==> config.mk <==
export PLATFORM = sky130hd
export DESIGN_NAME = cp0_exc_unit
export DESIGN_NICKNAME = d
export VERILOG_FILES = /design/src/rtl/cp0_exc_unit_pkg.sv /design/src/rtl/cp0_exc_unit_req_arb.sv /design/src/rtl/cp0_exc_unit.sv
export SDC_FILE = /design/constraint.sdc
export NUM_CORES = 1
export LEC_CHECK = 0
export ABC_AREA = 0
export BUFFER_PORTS_ARGS = -buffer_cell sky130_fd_sc_hd__buf_2
export CELL_PAD_IN_SITES_DETAIL_PLACEMENT = 1
export CELL_PAD_IN_SITES_GLOBAL_PLACEMENT = 2
export CORE_MARGIN = 3
export CORE_UTILIZATION = 25
export CTS_BUF_LIST = sky130_fd_sc_hd__clkbuf_4 sky130_fd_sc_hd__clkbuf_8
export DETAILED_ROUTE_END_ITERATION = 12
export GPL_TIMING_DRIVEN = 0
export HOLD_SLACK_MARGIN = 0.08
export PLACE_DENSITY_LB_ADDON = 0.1
export REMOVE_ABC_BUFFERS = 1
export SETUP_SLACK_MARGIN = 0.05
export SYNTH_ARGS = -nofsm -noshare
export SYNTH_HDL_FRONTEND = slang
export SYNTH_SLANG_ARGS = --single-unit
==> constraint.sdc <==
create_clock -name clk -period 2.8 [get_ports clk]
set_clock_uncertainty 0.15 [all_clocks]
set_input_delay 0.56 -clock clk [delete_from_list [all_inputs] [get_ports clk]]
set_output_delay 0.56 -clock clk [all_outputs]
set_load 0.1 [all_outputs]
==> src/rtl/cp0_exc_unit_pkg.sv <==
// Shared CP0 definitions: register numbers, exception codes, SR/Cause field positions
// and handler address defaults.
package cp0_exc_unit_pkg;

  localparam logic [4:0] CP0_REG_BADVADDR = 5'd8;
  localparam logic [4:0] CP0_REG_SR       = 5'd12;
  localparam logic [4:0] CP0_REG_CAUSE    = 5'd13;
  localparam logic [4:0] CP0_REG_EPC      = 5'd14;
  localparam logic [4:0] CP0_REG_PRID     = 5'd15;

  localparam logic [4:0] EXC_NONE = 5'd0;
  localparam logic [4:0] EXC_INT  = 5'd0;
  localparam logic [4:0] EXC_ADEL = 5'd4;
  localparam logic [4:0] EXC_ADES = 5'd5;
  localparam logic [4:0] EXC_RI   = 5'd10;
  localparam logic [4:0] EXC_OV   = 5'd12;

  localparam int unsigned SR_IE_BIT     = 0;
  localparam int unsigned SR_EXL_BIT    = 1;
  localparam int unsigned SR_IM_LSB     = 10;
  localparam int unsigned SR_IM_MSB     = 15;
  localparam int unsigned CAUSE_EXC_LSB = 2;
  localparam int unsigned CAUSE_EXC_MSB = 6;
  localparam int unsigned CAUSE_IP_LSB  = 10;
  localparam int unsigned CAUSE_IP_MSB  = 15;
  localparam int unsigned CAUSE_BD_BIT  = 31;

  localparam logic [31:0] HANDLER_ADDR_DEFAULT = 32'h0000_4180;
  localparam logic [31:0] PRID_DEFAULT         = 32'h0000_0018;

  function automatic logic [31:0] epc_target(input logic [31:0] pc, input logic bd);
    logic [31:0] pc_al;
    pc_al = pc & ~32'd3;
    return bd ? (pc_al - 32'd4) : pc_al;
  endfunction

  function automatic logic exc_is_addr(input logic [4:0] code);
    return (code == EXC_ADEL) || (code == EXC_ADES);
  endfunction

endpackage

==> src/rtl/cp0_exc_unit_req_arb.sv <==
// Combinational interrupt/exception request arbitration; interrupts win over
// a simultaneous pipeline exception and report ExcCode 0.
module cp0_req_arb
  import cp0_exc_unit_pkg::*;
(
  input  logic       ie,
  input  logic       exl,
  input  logic [5:0] im,
  input  logic [5:0] hwint,
  input  logic [4:0] exccode_m,
  output logic       int_req,
  output logic       exc_req,
  output logic [4:0] exc_code
);

  always_comb begin
    int_req  = ie & ~exl & (|(hwint & im));
    exc_req  = ~exl & (exccode_m != EXC_NONE);
    exc_code = int_req ? EXC_INT : exccode_m;
  end

endmodule

==> src/rtl/cp0_exc_unit.sv <==
// CP0 exception/interrupt controller at the M stage: SR/Cause/EPC/PRId, mfc0/mtc0/eret.
// Optional BadVAddr (reg 8) and vaddr_m port under `define CP0_BADVADDR_EN.
module cp0_exc_unit
  import cp0_exc_unit_pkg::*;
#(
  parameter logic [31:0] HANDLER_ADDR = HANDLER_ADDR_DEFAULT,
  parameter logic [31:0] PRID_VAL     = PRID_DEFAULT
) (
  input  logic        clk,
  input  logic        reset,
  input  logic [31:0] pc_m,
  input  logic [4:0]  exccode_m,
  input  logic        bd_m,
  input  logic [5:0]  hwint,
`ifdef CP0_BADVADDR_EN
  input  logic [31:0] vaddr_m,
`endif
  input  logic [4:0]  rd_addr,
  input  logic [4:0]  wr_addr,
  input  logic [31:0] wr_data,
  input  logic        we,
  input  logic        eret_m,
  output logic [31:0] rd_data,
  output logic [31:0] epc,
  output logic        req,
  output logic [31:0] handler_pc
);

  logic [5:0]  sr_im;
  logic        sr_exl;
  logic        sr_ie;
  logic        cause_bd;
  logic [5:0]  cause_ip;
  logic [4:0]  cause_exc;
  logic [31:0] epc_q;
  logic [31:0] badvaddr_rd;

  logic        int_req;
  logic        exc_req;
  logic [4:0]  exc_code;

  cp0_req_arb u_req_arb (
    .ie        (sr_ie),
    .exl       (sr_exl),
    .im        (sr_im),
    .hwint     (hwint),
    .exccode_m (exccode_m),
    .int_req   (int_req),
    .exc_req   (exc_req),
    .exc_code  (exc_code)
  );

  // exccode_m is not masked by reset state, so reset must gate the request directly.
  always_comb begin
    req        = (int_req | exc_req) & ~reset;
    epc        = epc_q;
    handler_pc = HANDLER_ADDR;
  end

  always_ff @(posedge clk or posedge reset) begin
    if (reset) begin
      sr_im     <= '0;
      sr_exl    <= 1'b0;
      sr_ie     <= 1'b0;
      cause_bd  <= 1'b0;
      cause_ip  <= '0;
      cause_exc <= '0;
      epc_q     <= '0;
    end else begin
      cause_ip <= hwint;
      if (req) begin
        sr_exl    <= 1'b1;
        cause_exc <= exc_code;
        cause_bd  <= bd_m;
        epc_q     <= epc_target(pc_m, bd_m);
      end else begin
        if (we) begin
          case (wr_addr)
            CP0_REG_SR: begin
              sr_im  <= wr_data[SR_IM_MSB:SR_IM_LSB];
              sr_exl <= wr_data[SR_EXL_BIT];
              sr_ie  <= wr_data[SR_IE_BIT];
            end
            CP0_REG_EPC: epc_q <= wr_data & ~32'd3;
            default: ;
          endcase
        end
        // Placed after the mtc0 so eret clears EXL over a same-cycle SR write.
        if (eret_m) sr_exl <= 1'b0;
      end
    end
  end

`ifdef CP0_BADVADDR_EN
  logic [31:0] badvaddr_q;

  always_ff @(posedge clk or posedge reset) begin
    if (reset) begin
      badvaddr_q <= '0;
    end else if (req && !int_req && exc_is_addr(exccode_m)) begin
      badvaddr_q <= vaddr_m;
    end
  end

  always_comb badvaddr_rd = badvaddr_q;
`else
  always_comb badvaddr_rd = '0;
`endif

  always_comb begin
    rd_data = '0;
    case (rd_addr)
      CP0_REG_BADVADDR: rd_data = badvaddr_rd;
      CP0_REG_SR: begin
        rd_data[SR_IM_MSB:SR_IM_LSB] = sr_im;
        rd_data[SR_EXL_BIT]          = sr_exl;
        rd_data[SR_IE_BIT]           = sr_ie;
      end
      CP0_REG_CAUSE: begin
        rd_data[CAUSE_BD_BIT]                = cause_bd;
        rd_data[CAUSE_IP_MSB:CAUSE_IP_LSB]   = cause_ip;
        rd_data[CAUSE_EXC_MSB:CAUSE_EXC_LSB] = cause_exc;
      end
      CP0_REG_EPC:  rd_data = epc_q;
      CP0_REG_PRID: rd_data = PRID_VAL;
      default: ;
    endcase
  end

endmodule

==> results by group, run 1 <==
STA
  • TNS Setup: 0 ns
  • Final Critical Period: 2.66 ns
  • Count of final max-slew check failures: 0
  • Setup repair after global routing missed its margin: no
  • Total count of hold-check failures in the final report: 0
  • Part of the cycle the worst path needs: 95.1%
  • Final setup fails: 0
  • Remaining max-slew budget at the tightest pin: 28.8%
  • F_max: 375 MHz
  • Slew of the pin with the lowest slew margin: 1.07 ns

Drt
  • Total routed wirelength: 11,300 um
  • Drt first pass iters: 4
  • Vias per Instance: 4.56
  • Residual DRC count: 0
  • DRT antenna net count: 0
  • Total number of vias: 3,130
  • Violation count after the first detailed-route iteration: 58
  • Wire length per cell: 16.4 um

Power
  • Cell-internal power: 0.00146 W
  • Seq pwr share: 30.6%
  • P per Cell Area: 715 mW/mm2
  • Switching power share of the total: 54.1%
  • Clock power frac: 17.8%
  • Peak ir drop on the vdd network: 0.266 mV
  • Pleak: 2.12 nW
  • PnR Total Power: 0.00318 W
  • Combinational group share of total power: 51.7%
  • Switch Pwr: 0.00172 W

Placement
  • Estimated wirelength of the detail-placed design: 8590 um
  • RePlAce Congestion: 0.738
  • Quantity of I/O buffers inserted on ports: 150

Floorplan
  • Initial cell density of the core: 26.2%
  • Area of the die: 0.0150 mm2
  • Die span in y: 122 um
  • Row Count: 41
  • X dimension of the die: 122 um
  • Floorplan core area: 0.0129 mm2
  • Top-level port count: 187

Setup path
  • Crit. End Element: primary output
  • R2r startpoint: sr_im[0]$_DFFE_PP0P_
  • Register-to-register path setup slack: 0.66 ns
  • Worst R2R End: cause_exc[1]$_DFFE_PP0P_
  • CP peak stage delay: 0.41 ns
  • CP Class: reg2out
  • Worst-path cell with the longest stage delay: dfrtp_1
  • Number of cells on the worst reg-to-reg path: 6
  • Critical path data arrival time: 1.95 ns
  • Required time reported for the critical path endpoint: 2.09 ns
  • List of cells traversed by the critical path: a22o_1 > o31ai_4 > a211o_4 > inv_16 > buf_6
  • Startpoint types: flop
  • Highest net fanout along the worst path: 54

Clocking
  • Clock-pin slew on the worst setup and hold paths: 0.11 ns
  • Number of buffers on the longest clock path: 2
  • TritonCTS clock tree: done
  • Total of hold buffers inserted after clock tree synthesis: 0
  • Number of clock sinks seen by CTS: 50
  • Clock latency of the later-clocked register in the worst-skew pair: 0.32 ns
  • H-Tree Level Count: 2
  • Clock root buffer: clkbuf_8
  • Number of buffers created by CTS: 5

Global route
  • Global routing met2 resource utilization: 27.1%
  • Met1 track demand over resource: 18.8%
  • Gr usage total: 15.1%
  • Number of global-route vias before repair: 3,255
  • First-pass GRT wire length: 17,600 um
  • Overflow after GRT: 0
  • Met3 track utilization from global routing: 3.09%
  • Number of antenna violations at the first check in global routing: 0
  • Routing layer with the top usage in global route: met2
  • Largest net degree at the start of global routing: 55

Synth
  • Synthesized area per cell: 9.19 um2
  • Gate count of the mapped netlist: 368
  • Share of synthesized flip-flops with an asynchronous set or reset: 100%
  • EDFF count, synth: 0
  • Share of Yosys cell area claimed by the top area cell type: 37.0%
  • Netlist Area Pre-Place: 0.00338 mm2
  • Post-synthesis cell type with the largest combined area: dfrtp_1
  • Top FF cell, synth: dfrtp_1
  • Sequential fraction of the synthesis area: 37.0%
  • Ranking of synthesized cells by area: dfrtp_1, mux2_2, buf_4, mux2i_1, nor2_1
  • Count of warnings emitted by yosys: 0
  • Number of synthesized register bits: 50
  • Distinct cell type count of the synthesized netlist: 47

Finish
  • Final Net Count: 604
  • Area growth syn-to-layout: 31.6%
  • Filler instances: 1,612
  • Fraction of final layout cells with drive strength greater than 1: 39.7%

Job
  • Count of maximum capacitance violations: 0

Worst hold path
  • Class of the tightest hold or removal check: in2async

Outcome
  • Outcome: finished, final reports clean
## synthesized netlist by cell type (3+ instances only)
library cell  instances
dfrtp_1              50
nor2_1               44
buf_4                34
a21oi_1              27
mux2_2               24
mux2i_1              20
and2_1               19
xnor2_1              18
nand2_1              17
o21ai_0              13
clkbuf_1             10
a22o_1                8
a22oi_1               8
nor3_1                8
nor4_1                6
xor2_1                5
o31ai_1               4
or3_1                 4
buf_1                 3
inv_1                 3
nand3_1               3
nand4_1               3
nor2b_1               3
## worst max-delay path: cells and delay by family (launching register included)
kind / cells / cell delay, ns
DFF: 1 / 0.41
AOI/OAI and AO/OA: 3 / 0.89
buffers and inverters: 2 / 0.31
## cell usage in the layout, fill, tap and decap left out, drive strengths merged, types with 2 or more instances in the layout
| cell | netlist | layout |
|---|---|---|
| a21oi | 27 | 27 |
| nor4 | 7 | 7 |
| nor3 | 8 | 8 |
| a22o | 8 | 8 |
| o21a | 2 | 2 |
| conb | 2 | 34 |
| nand2b | 2 | 2 |
| nor2b | 3 | 3 |
| inv | 4 | 6 |
| nand4 | 3 | 3 |
| o31ai | 4 | 4 |
| nand2 | 17 | 17 |
| or3 | 5 | 5 |
| and2 | 19 | 19 |
| nor2 | 44 | 44 |
| clkbuf | 12 | 6 |
| mux2 | 24 | 24 |
| dfrtp | 50 | 50 |
| o21ai | 13 | 13 |
| mux2i | 20 | 20 |
| buf | 41 | 158 |
| nand3 | 3 | 3 |
| nand3b | 2 | 2 |
| nor4b | 2 | 2 |
| xnor2 | 18 | 18 |
| o41a | 2 | 2 |
| xor2 | 5 | 5 |
| a22oi | 8 | 8 |
| or4 | 4 | 4 |
## cells by family (layout without fill, tap and decap cells)
group | Yosys count | after routing | share of synthesized area, %
buf+inv | 57 | 171 | 11.0
xor+xnor | 23 | 23 | 5.96
mux | 44 | 44 | 13.9
flops | 50 | 50 | 37.0
other cells | 2 | 35 | 0.222
compound gates | 68 | 68 | 12.7
fa+ha+maj | 1 | 1 | 0.370
simple gates | 123 | 123 | 18.9
## layout make-up
class                      count  area, um2  share of cell area, %
multi-input combinational    293       1940                   43.5
sequential                    50       1250                   28.1
timing repair buffer         159        897                   20.2
tap                          172        215                   4.84
clock buffer                   5       68.8                   1.55
clock inverter                 3       47.5                   1.07
inverter                       4       31.3                  0.703
antenna                        1       2.50                 0.0562
## flip-flops by register name, indices dropped and copies added (netlist names)
register	count
epc	30
sr_ie	1
cause_ip	6
cause_exc	5
sr_im	6
sr_exl	1
cause_bd	1
## stage by stage
| stage | util, % | instance area, um2 | setup WS, ns | hold slack, ns | std cells |
|---|---|---|---|---|---|
| 6_report | 34.4 | 4450 | 0.137 | 0.175 | 687 |
| 5_1_grt | 34.4 | 4450 | 0.0623 | 0.191 | 686 |
| 4_1_cts | 34.0 | 4390 | 0.0656 | 0.187 | 683 |
| 3_5_place_dp | 32.0 | 4130 | -1.40 | 0.328 | 670 |
| 3_3_place_gp | 31.8 | 4110 | -1.37 | 0.315 | 669 |
| 2_1_floorplan | - | 3150 | -2.03 | 0.297 | 347 |
## power by group through the flow
stage	sequential (W)	clock, W	combinational (W)
after CTS	0.000977	0.000587	0.00165
after global placement	0.000984	0	0.00160
after detailed placement	0.000989	0	0.00162
final	0.000972	0.000566	0.00164
after floorplan	0.00170	0	0.000583
after global routing	0.000998	0.000610	0.00173
## layer usage
| metal | share of wire (%) | vias up |
|---|---|---|
| met5 | 0 | - |
| met4 | 0.73 | 0 |
| met3 | 5.9 | 5 |
| met2 | 50 | 105 |
| met1 | 43 | 1505 |
| li1 | - | 1515 |
## how the worst max path moves through the flow
| stage | endpoint | startpoint | slack [ns] |
|---|---|---|---|
| global route | req | sr_im[0]$_DFFE_PP0P_ | 0.06 |
| detailed placement | rd_data[9] | rd_addr[1] | -1.40 |
| global placement | rd_data[7] | rd_addr[1] | -1.37 |
| floorplan | rd_data[0] | rd_addr[4] | -2.03 |
| CTS | rd_data[9] | rd_addr[1] | 0.07 |
| finish | req | sr_im[0]$_DFFE_PP0P_ | 0.14 |
## timing repair
item                       4_1_cts  5_1_grt
buffers inserted                 5        3
setup endpoints to repair       62       23
cloned                           0        0
pin swaps                        1        0
gates resized for setup         31        6
No activity file was read; power rests on OpenSTA's default activity.
==> run 2, diff against run 1 <==
--- a/config.mk
+++ b/config.mk
@@ -6,13 +6,13 @@
 export NUM_CORES = 1
 export LEC_CHECK = 0
 export ABC_AREA = 0
-export BUFFER_PORTS_ARGS = -buffer_cell sky130_fd_sc_hd__buf_2
 export CELL_PAD_IN_SITES_DETAIL_PLACEMENT = 1
 export CELL_PAD_IN_SITES_GLOBAL_PLACEMENT = 2
 export CORE_MARGIN = 3
-export CORE_UTILIZATION = 25
+export CORE_UTILIZATION = 36
 export CTS_BUF_LIST = sky130_fd_sc_hd__clkbuf_4 sky130_fd_sc_hd__clkbuf_8
 export DETAILED_ROUTE_END_ITERATION = 12
+export DONT_BUFFER_PORTS = 1
 export GPL_TIMING_DRIVEN = 0
 export HOLD_SLACK_MARGIN = 0.08
 export PLACE_DENSITY_LB_ADDON = 0.1
==> results by group, run 2 (same netlist as run 1, synthesis figures left out) <==
Finish
  • Count of antenna diodes in the layout: 0 (-1)
  • Filler instances: 1,044 (-35%)
  • Flip-flop count of the largest register, all copies and words added: 30 (unchanged)
  • Fraction of final layout cells with drive strength greater than 1: 25.9% (-14 points)
  • Non-Filler Instances: 471 (-31%)
  • Most used cells in the layout excluding fill and tap cells: dfrtp_1, nor2_1, conb_1
  • Most common library cell in the layout ignoring fill and taps: dfrtp_1
  • Area growth syn-to-layout: 8.48%
  • Final Net Count: 453 (-25%)

STA
  • Slew of the pin with the lowest slew margin: 1.07 ns (+0.00555 ns)
  • Remaining max-slew budget at the tightest pin: 28.4% (-0.37 points)
  • Setup repair after global routing missed its margin: no
  • Final Critical Period: 2.63 ns (-0.0318 ns)
  • Total count of hold-check failures in the final report: 0 (unchanged)
  • Part of the cycle the worst path needs: 94.0% (-1.1 points)
  • F_max: 380 MHz (+1.2%)
  • Final setup fails: 0 (unchanged)
  • Count of final max-slew check failures: 0 (unchanged)

Clocking
  • Clock root buffer: clkbuf_8
  • Number of buffers on the longest clock path: 2 (unchanged)
  • Clock-pin slew on the worst setup and hold paths: 0.10 ns (about the same)
  • Clock latency of the later-clocked register in the worst-skew pair: 0.31 ns (about the same)
  • Number of buffers created by CTS: 5 (unchanged)
  • Number of clock sinks seen by CTS: 50 (unchanged)
  • TritonCTS clock tree: done
  • H-Tree Level Count: 2 (unchanged)

Floorplan
  • Die span in y: 103 um (-16%)
  • Row Count: 34 (-17%)
  • X dimension of the die: 103 um (-16%)
  • Area of the die: 0.0106 mm2 (-29%)
  • Floorplan core area: 0.00893 mm2 (-31%)
  • Initial cell density of the core: 37.8% (+12 points)
  • Top-level port count: 187 (unchanged)

Setup path
  • Worst path buffer plus inverter count: 0 (-2)
  • Startpoint types: flop
  • List of cells traversed by the critical path: o21ai_0 > a21oi_4
  • Delay-heaviest family, CP: compound AO/OA/AOI/OAI gates
  • Number of cells on the worst reg-to-reg path: 6 (unchanged)
  • CP Class: reg2out
  • R2r startpoint: sr_im[0]$_DFFE_PP0P_
  • CP peak stage delay: 0.73 ns (+0.32 ns)
  • Worst-path cell with the longest stage delay: dfrtp_2
  • Highest net fanout along the worst path: 3 (-94%)
  • Critical path data arrival time: 1.92 ns (-0.03 ns)
  • Worst R2R End: cause_exc[1]$_DFFE_PP0P_
  • Register-to-register path setup slack: 0.64 ns (-0.02 ns)
  • Crit. End Element: primary output
  • Required time reported for the critical path endpoint: 2.09 ns (about the same)

Worst hold path
  • Worst hold path cell count: 0
  • Capture endpoint of the worst hold path: cause_ip[2]$_DFF_PP0_
  • Min-Delay Startpoint: hwint[2]
  • Class of the tightest hold or removal check: in2reg

Placement
  • RePlAce Congestion: 0.720 (-2.5%)
  • Quantity of I/O buffers inserted on ports: 0 (-100%)
  • Total placed cells including tap cells: 458 (-32%)
  • Estimated wirelength of the detail-placed design: 7260 um (-15%)

Drt
  • Total number of vias: 2,583 (-17%)
  • Vias per Instance: 5.48 (+20%)
  • Residual DRC count: 0 (unchanged)
  • Violation count after the first detailed-route iteration: 38 (-34%)
  • Total routed wirelength: 9660 um (-14%)
  • Wire length per cell: 20.5 um (+25%)
  • Drt first pass iters: 4 (unchanged)
  • DRT antenna net count: 0 (unchanged)

Global route
  • Number of antenna violations at the first check in global routing: 0 (unchanged)
  • Largest net degree at the start of global routing: 55 (unchanged)
  • Number of global-route vias before repair: 2,672 (-18%)
  • First-pass GRT wire length: 14,600 um (-17%)
  • Overflow after GRT: 0 (unchanged)
  • Gr usage total: 17.9% (+2.8 points)

Power
  • Peak ir drop on the vdd network: 0.425 mV (+60%)
  • P per Cell Area: 783 mW/mm2 (+9.5%)
  • PnR Total Power: 0.00287 W (-9.8%)
  • Pleak: 1.48 nW (-30%)

Outcome
  • Outcome: finished, final reports clean

Job
  • Count of maximum capacitance violations: 0 (unchanged)
[run 2: cell count changes in the layout (fill, tap and decap cells not counted), moves of 6 or more]
cell,before,now
dfrtp_1,50,38
buf_2,130,0
and2_1,19,1
buf_4,25,2
and2_4,0,6
nor2_4,0,10
dfrtp_2,0,12
and2_2,0,12
nor2_1,44,34
[run 2: per-stage QoR]
| step | hold slack (ns) | TNS [ns] | instance area, um2 | utilization (%) | worst slack (ns) |
|---|---|---|---|---|---|
| after floorplan | 0.297 | -12.47 | 3150 | - | -2.03 |
| after CTS | 0.106 | 0 | 3660 | 40.9 | 0.0818 |
| after global routing | 0.0934 | 0 | 3670 | 41.1 | 0.0908 |
| final | 0.118 | 0 | 3670 | 41.1 | 0.168 |
| after global placement | 0.322 | -49.17 | 3280 | 36.7 | -2.45 |
| after detailed placement | 0.351 | -46.13 | 3380 | 37.8 | -1.43 |
[run 2: power by group]
part	leakage, nW	switching (W)	internal [W]
combinational	0.860	0.000485	0.000203
clock	0.0441	0.000265	0.000177
sequential	0.573	0.000883	0.000858
total	1.48	0.00163	0.00124
[run 2: what timing repair did]
action                                 in CTS  in global routing
endpoints found under the hold margin      24                  0
pin swaps                                   1                  0
hold buffers                                1                  0
buffers inserted                            4                  0
resized for setup                          54                  2
setup endpoints to repair                  62                 13
[run 2: final cells by class]
type / instances / area [um2] / area share (%)
repair buffers: 8 / 115 / 3.14
clock inverters: 3 / 21.3 / 0.580
clock buffers: 5 / 68.8 / 1.88
inverters: 4 / 20.0 / 0.546
well taps: 108 / 135 / 3.68
multi-input cells: 293 / 2040 / 55.6
flip-flops and latches: 50 / 1270 / 34.5
[run 2: routing by layer]
layer  global-route usage (%)  up-vias  part of all wire (%)
met5                        0        -                     0
met4                     2.99        0                  0.66
met3                     5.41        5                   8.9
met2                     30.7      112                    49
met1                     22.4     1257                    41
li1                         -     1209                     -
[run 2: worst max path at each step]
stage                              to               start  cells past startpoint
after floorplan            rd_data[0]          rd_addr[4]                      2
after global placement     rd_data[0]          rd_addr[4]                      2
after detailed placement  rd_data[22]          rd_addr[4]                      3
after CTS                 rd_data[22]          rd_addr[1]                      4
after global routing       rd_data[3]  epc[3]$_DFFE_PP0P_                      2
final                      rd_data[3]  epc[3]$_DFFE_PP0P_                      2
==> run 3, diff against run 2 <==
--- a/config.mk
+++ b/config.mk
@@ -8,16 +8,16 @@
 export ABC_AREA = 0
 export CELL_PAD_IN_SITES_DETAIL_PLACEMENT = 1
 export CELL_PAD_IN_SITES_GLOBAL_PLACEMENT = 2
-export CORE_MARGIN = 3
+export CORE_MARGIN = 2
 export CORE_UTILIZATION = 36
-export CTS_BUF_LIST = sky130_fd_sc_hd__clkbuf_4 sky130_fd_sc_hd__clkbuf_8
+export CTS_BUF_LIST = sky130_fd_sc_hd__clkbuf_4
 export DETAILED_ROUTE_END_ITERATION = 12
 export DONT_BUFFER_PORTS = 1
 export GPL_TIMING_DRIVEN = 0
 export HOLD_SLACK_MARGIN = 0.08
 export PLACE_DENSITY_LB_ADDON = 0.1
 export REMOVE_ABC_BUFFERS = 1
-export SETUP_SLACK_MARGIN = 0.05
+export SETUP_SLACK_MARGIN = 0.2
 export SYNTH_ARGS = -nofsm -noshare
 export SYNTH_HDL_FRONTEND = slang
 export SYNTH_SLANG_ARGS = --single-unit
==> results by group, run 3 (same netlist as run 1, synthesis figures left out) <==
Worst hold path
  • Class of the tightest hold or removal check: in2reg
  • Min-Delay Startpoint: eret_m
  • Capture endpoint of the worst hold path: sr_exl$_DFFE_PP0P_
  • Worst hold path cell count: 1 (+1)

Floorplan
  • Die span in y: 101 um (-1.9%)
  • Initial cell density of the core: 36.8% (-1.1 points)
  • Top-level port count: 187 (unchanged)
  • Area of the die: 0.0102 mm2 (-3.8%)
  • Floorplan core area: 0.00920 mm2 (+2.9%)
  • Row Count: 35 (+2.9%)
  • X dimension of the die: 101 um (-1.9%)

Drt
  • Highest metal layer with signal wires: met4
  • Vias per Instance: 5.48 (about the same)
  • DRT antenna net count: 0 (unchanged)
  • Wire length per cell: 20.0 um (-2.4%)
  • Met3 routed wirelength: 872 um (+1.3%)
  • Met1 Routed Length: 4000 um (+0.38%)
  • Total number of vias: 2,637 (+2.1%)
  • Drt first pass iters: 4 (unchanged)
  • Violation count after the first detailed-route iteration: 90 (+140%)
  • Total routed wirelength: 9630 um (-0.29%)
  • Residual DRC count: 0 (unchanged)
  • DR WL met2: 4670 um (-1.7%)

Setup path
  • Critical path data arrival time: 1.82 ns (-0.10 ns)
  • Startpoint types: flop
  • Worst R2R End: sr_im[4]$_DFFE_PP0P_
  • Register-to-register path setup slack: 0.68 ns (+0.04 ns)
  • R2r startpoint: sr_im[0]$_DFFE_PP0P_
  • Number of cells on the worst reg-to-reg path: 4 (-2)
  • Crit. End Element: primary output
  • Required time reported for the critical path endpoint: 2.09 ns (about the same)
  • Highest net fanout along the worst path: 3 (unchanged)
  • CP Class: reg2out

Outcome
  • Outcome: finished, final reports clean

Power
  • Peak ir drop on the vdd network: 0.406 mV (-4.6%)
  • Pleak: 1.48 nW (+0.32%)
  • P per Cell Area: 752 mW/mm2 (-3.9%)

STA
  • Count of final max-slew check failures: 0 (unchanged)
  • Slew of the pin with the lowest slew margin: 1.04 ns (-0.0348 ns)
  • Total count of hold-check failures in the final report: 0 (unchanged)
  • F_max: 395 MHz (+4.1%)
  • Setup repair after global routing missed its margin: no
  • Part of the cycle the worst path needs: 90.3% (-3.7 points)
  • Final setup fails: 0 (unchanged)
  • Remaining max-slew budget at the tightest pin: 30.8% (+2.3 points)
  • Minimum hold slack: 0.124 ns (+0.00555 ns)
  • Final Critical Period: 2.53 ns (-0.103 ns)

Placement
  • RePlAce Congestion: 0.723 (+0.43%)
  • Placed Area: 0.00338 mm2 (+0.11%)
  • Quantity of I/O buffers inserted on ports: 0 (unchanged)
  • Estimated wirelength of the detail-placed design: 6990 um (-3.7%)
  • Total placed cells including tap cells: 461 (+0.66%)

Global route
  • Number of global-route vias before repair: 2,715 (+1.6%)
  • First-pass GRT wire length: 14,600 um (-0.57%)
  • Gr usage total: 18.4% (+0.53 points)
  • Largest net degree at the start of global routing: 55 (unchanged)
  • Overflow after GRT: 0 (unchanged)
  • Number of antenna violations at the first check in global routing: 0 (unchanged)

Finish
  • Count of antenna diodes in the layout: 0 (unchanged)
  • Non-Filler Instances: 481 (+2.1%)
  • Post-route core utilization: 41.0% (-0.098 points)
  • Filler instances: 1,045 (+0.096%)
  • Final Net Count: 460 (+1.5%)
  • Post-route cell area: 0.00377 mm2 (+2.7%)
  • Area growth syn-to-layout: 11.4%
  • Multi-input logic area: 0.00205 mm2 (+0.49%)
  • Most used cells in the layout excluding fill and tap cells: nor2_1, conb_1, a21oi_1
  • Combined flip-flop and latch cell area: 0.00132 mm2 (+4.0%)
  • Flip-flop count of the largest register, all copies and words added: 30 (unchanged)
  • Fraction of final layout cells with drive strength greater than 1: 30.3% (+4.4 points)

Clocking
  • Number of buffers created by CTS: 5 (unchanged)
  • TritonCTS clock tree: done
  • Number of buffers on the longest clock path: 2 (unchanged)
  • Number of clock sinks seen by CTS: 50 (unchanged)
  • Clock-pin slew on the worst setup and hold paths: 0.16 ns (+0.06 ns)
  • Clock root buffer: clkbuf_4
  • H-Tree Level Count: 2 (unchanged)
  • Clock latency of the later-clocked register in the worst-skew pair: 0.36 ns (+0.05 ns)

Job
  • Count of maximum capacitance violations: 0 (unchanged)
-- run 3: cell count changes in the layout (fill, tap and decap cells not counted), moves of 5 or more --
cell	previous run	this run
clkbuf_8	5	0
dfrtp_2	12	19
dfrtp_4	0	11
and2_2	12	17
dfrtp_1	38	20
and2_4	6	1
dlygate4sd3_1	1	7
clkbuf_4	0	5
-- run 3: critical path: stages (launching register included) --
cell	delay [ns]
dfrtp_4	0.66
o21ai_1	0.18
a21oi_4	0.62
-- run 3: final cells by class --
cell class              instances  area share [%]
well taps                     111            3.69
clock buffers                   5           0.997
flip-flops and latches         50            35.0
multi-input cells             293            54.5
inverters                       4           0.831
clock inverters                 3           0.565
repair buffers                 15            4.52
-- run 3: what timing repair did --
item	in CTS	in global routing
pin swaps	4	8
endpoints found under the setup margin	62	11
buffers inserted	5	0
hold endpoints to repair	26	0
hold buffers	7	0
gates resized for setup	74	13
-- run 3: worst max-delay path by stage --
| stage | from | endpoint | slack [ns] |
|---|---|---|---|
| floorplan | rd_addr[4] | rd_data[0] | -2.03 |
| global placement | rd_addr[4] | rd_data[0] | -2.43 |
| detailed placement | rd_addr[4] | rd_data[24] | -1.51 |
| CTS | epc[24]$_DFFE_PP0P_ | rd_data[24] | 0.09 |
| global route | epc[4]$_DFFE_PP0P_ | rd_data[4] | 0.21 |
| finish | epc[3]$_DFFE_PP0P_ | rd_data[3] | 0.27 |
-- run 3: power by group --
| group | switching [W] | leakage (nW) | internal (W) |
|---|---|---|---|
| clock | 0.000255 | 0.0328 | 0.0000993 |
| sequential | 0.000879 | 0.559 | 0.000894 |
| combinational | 0.000495 | 0.890 | 0.000211 |
-- run 3: per-layer routing --
metal / global-route usage [%] / up-vias
met5: 0 / -
met4: 4.05 / 0
met3: 6.38 / 4
met2: 31.4 / 114
met1: 22.4 / 1295
li1: - / 1224
-- run 3: metrics by stage --
stage	worst slack, ns	setup TNS [ns]	power [W]
after detailed placement	-1.51	-44.93	0.00241
after global placement	-2.43	-47.60	0.00238
after CTS	0.0884	0	0.00284
final	0.271	0	0.00283
after floorplan	-2.03	-12.47	0.00228
after global routing	0.209	0	0.00297
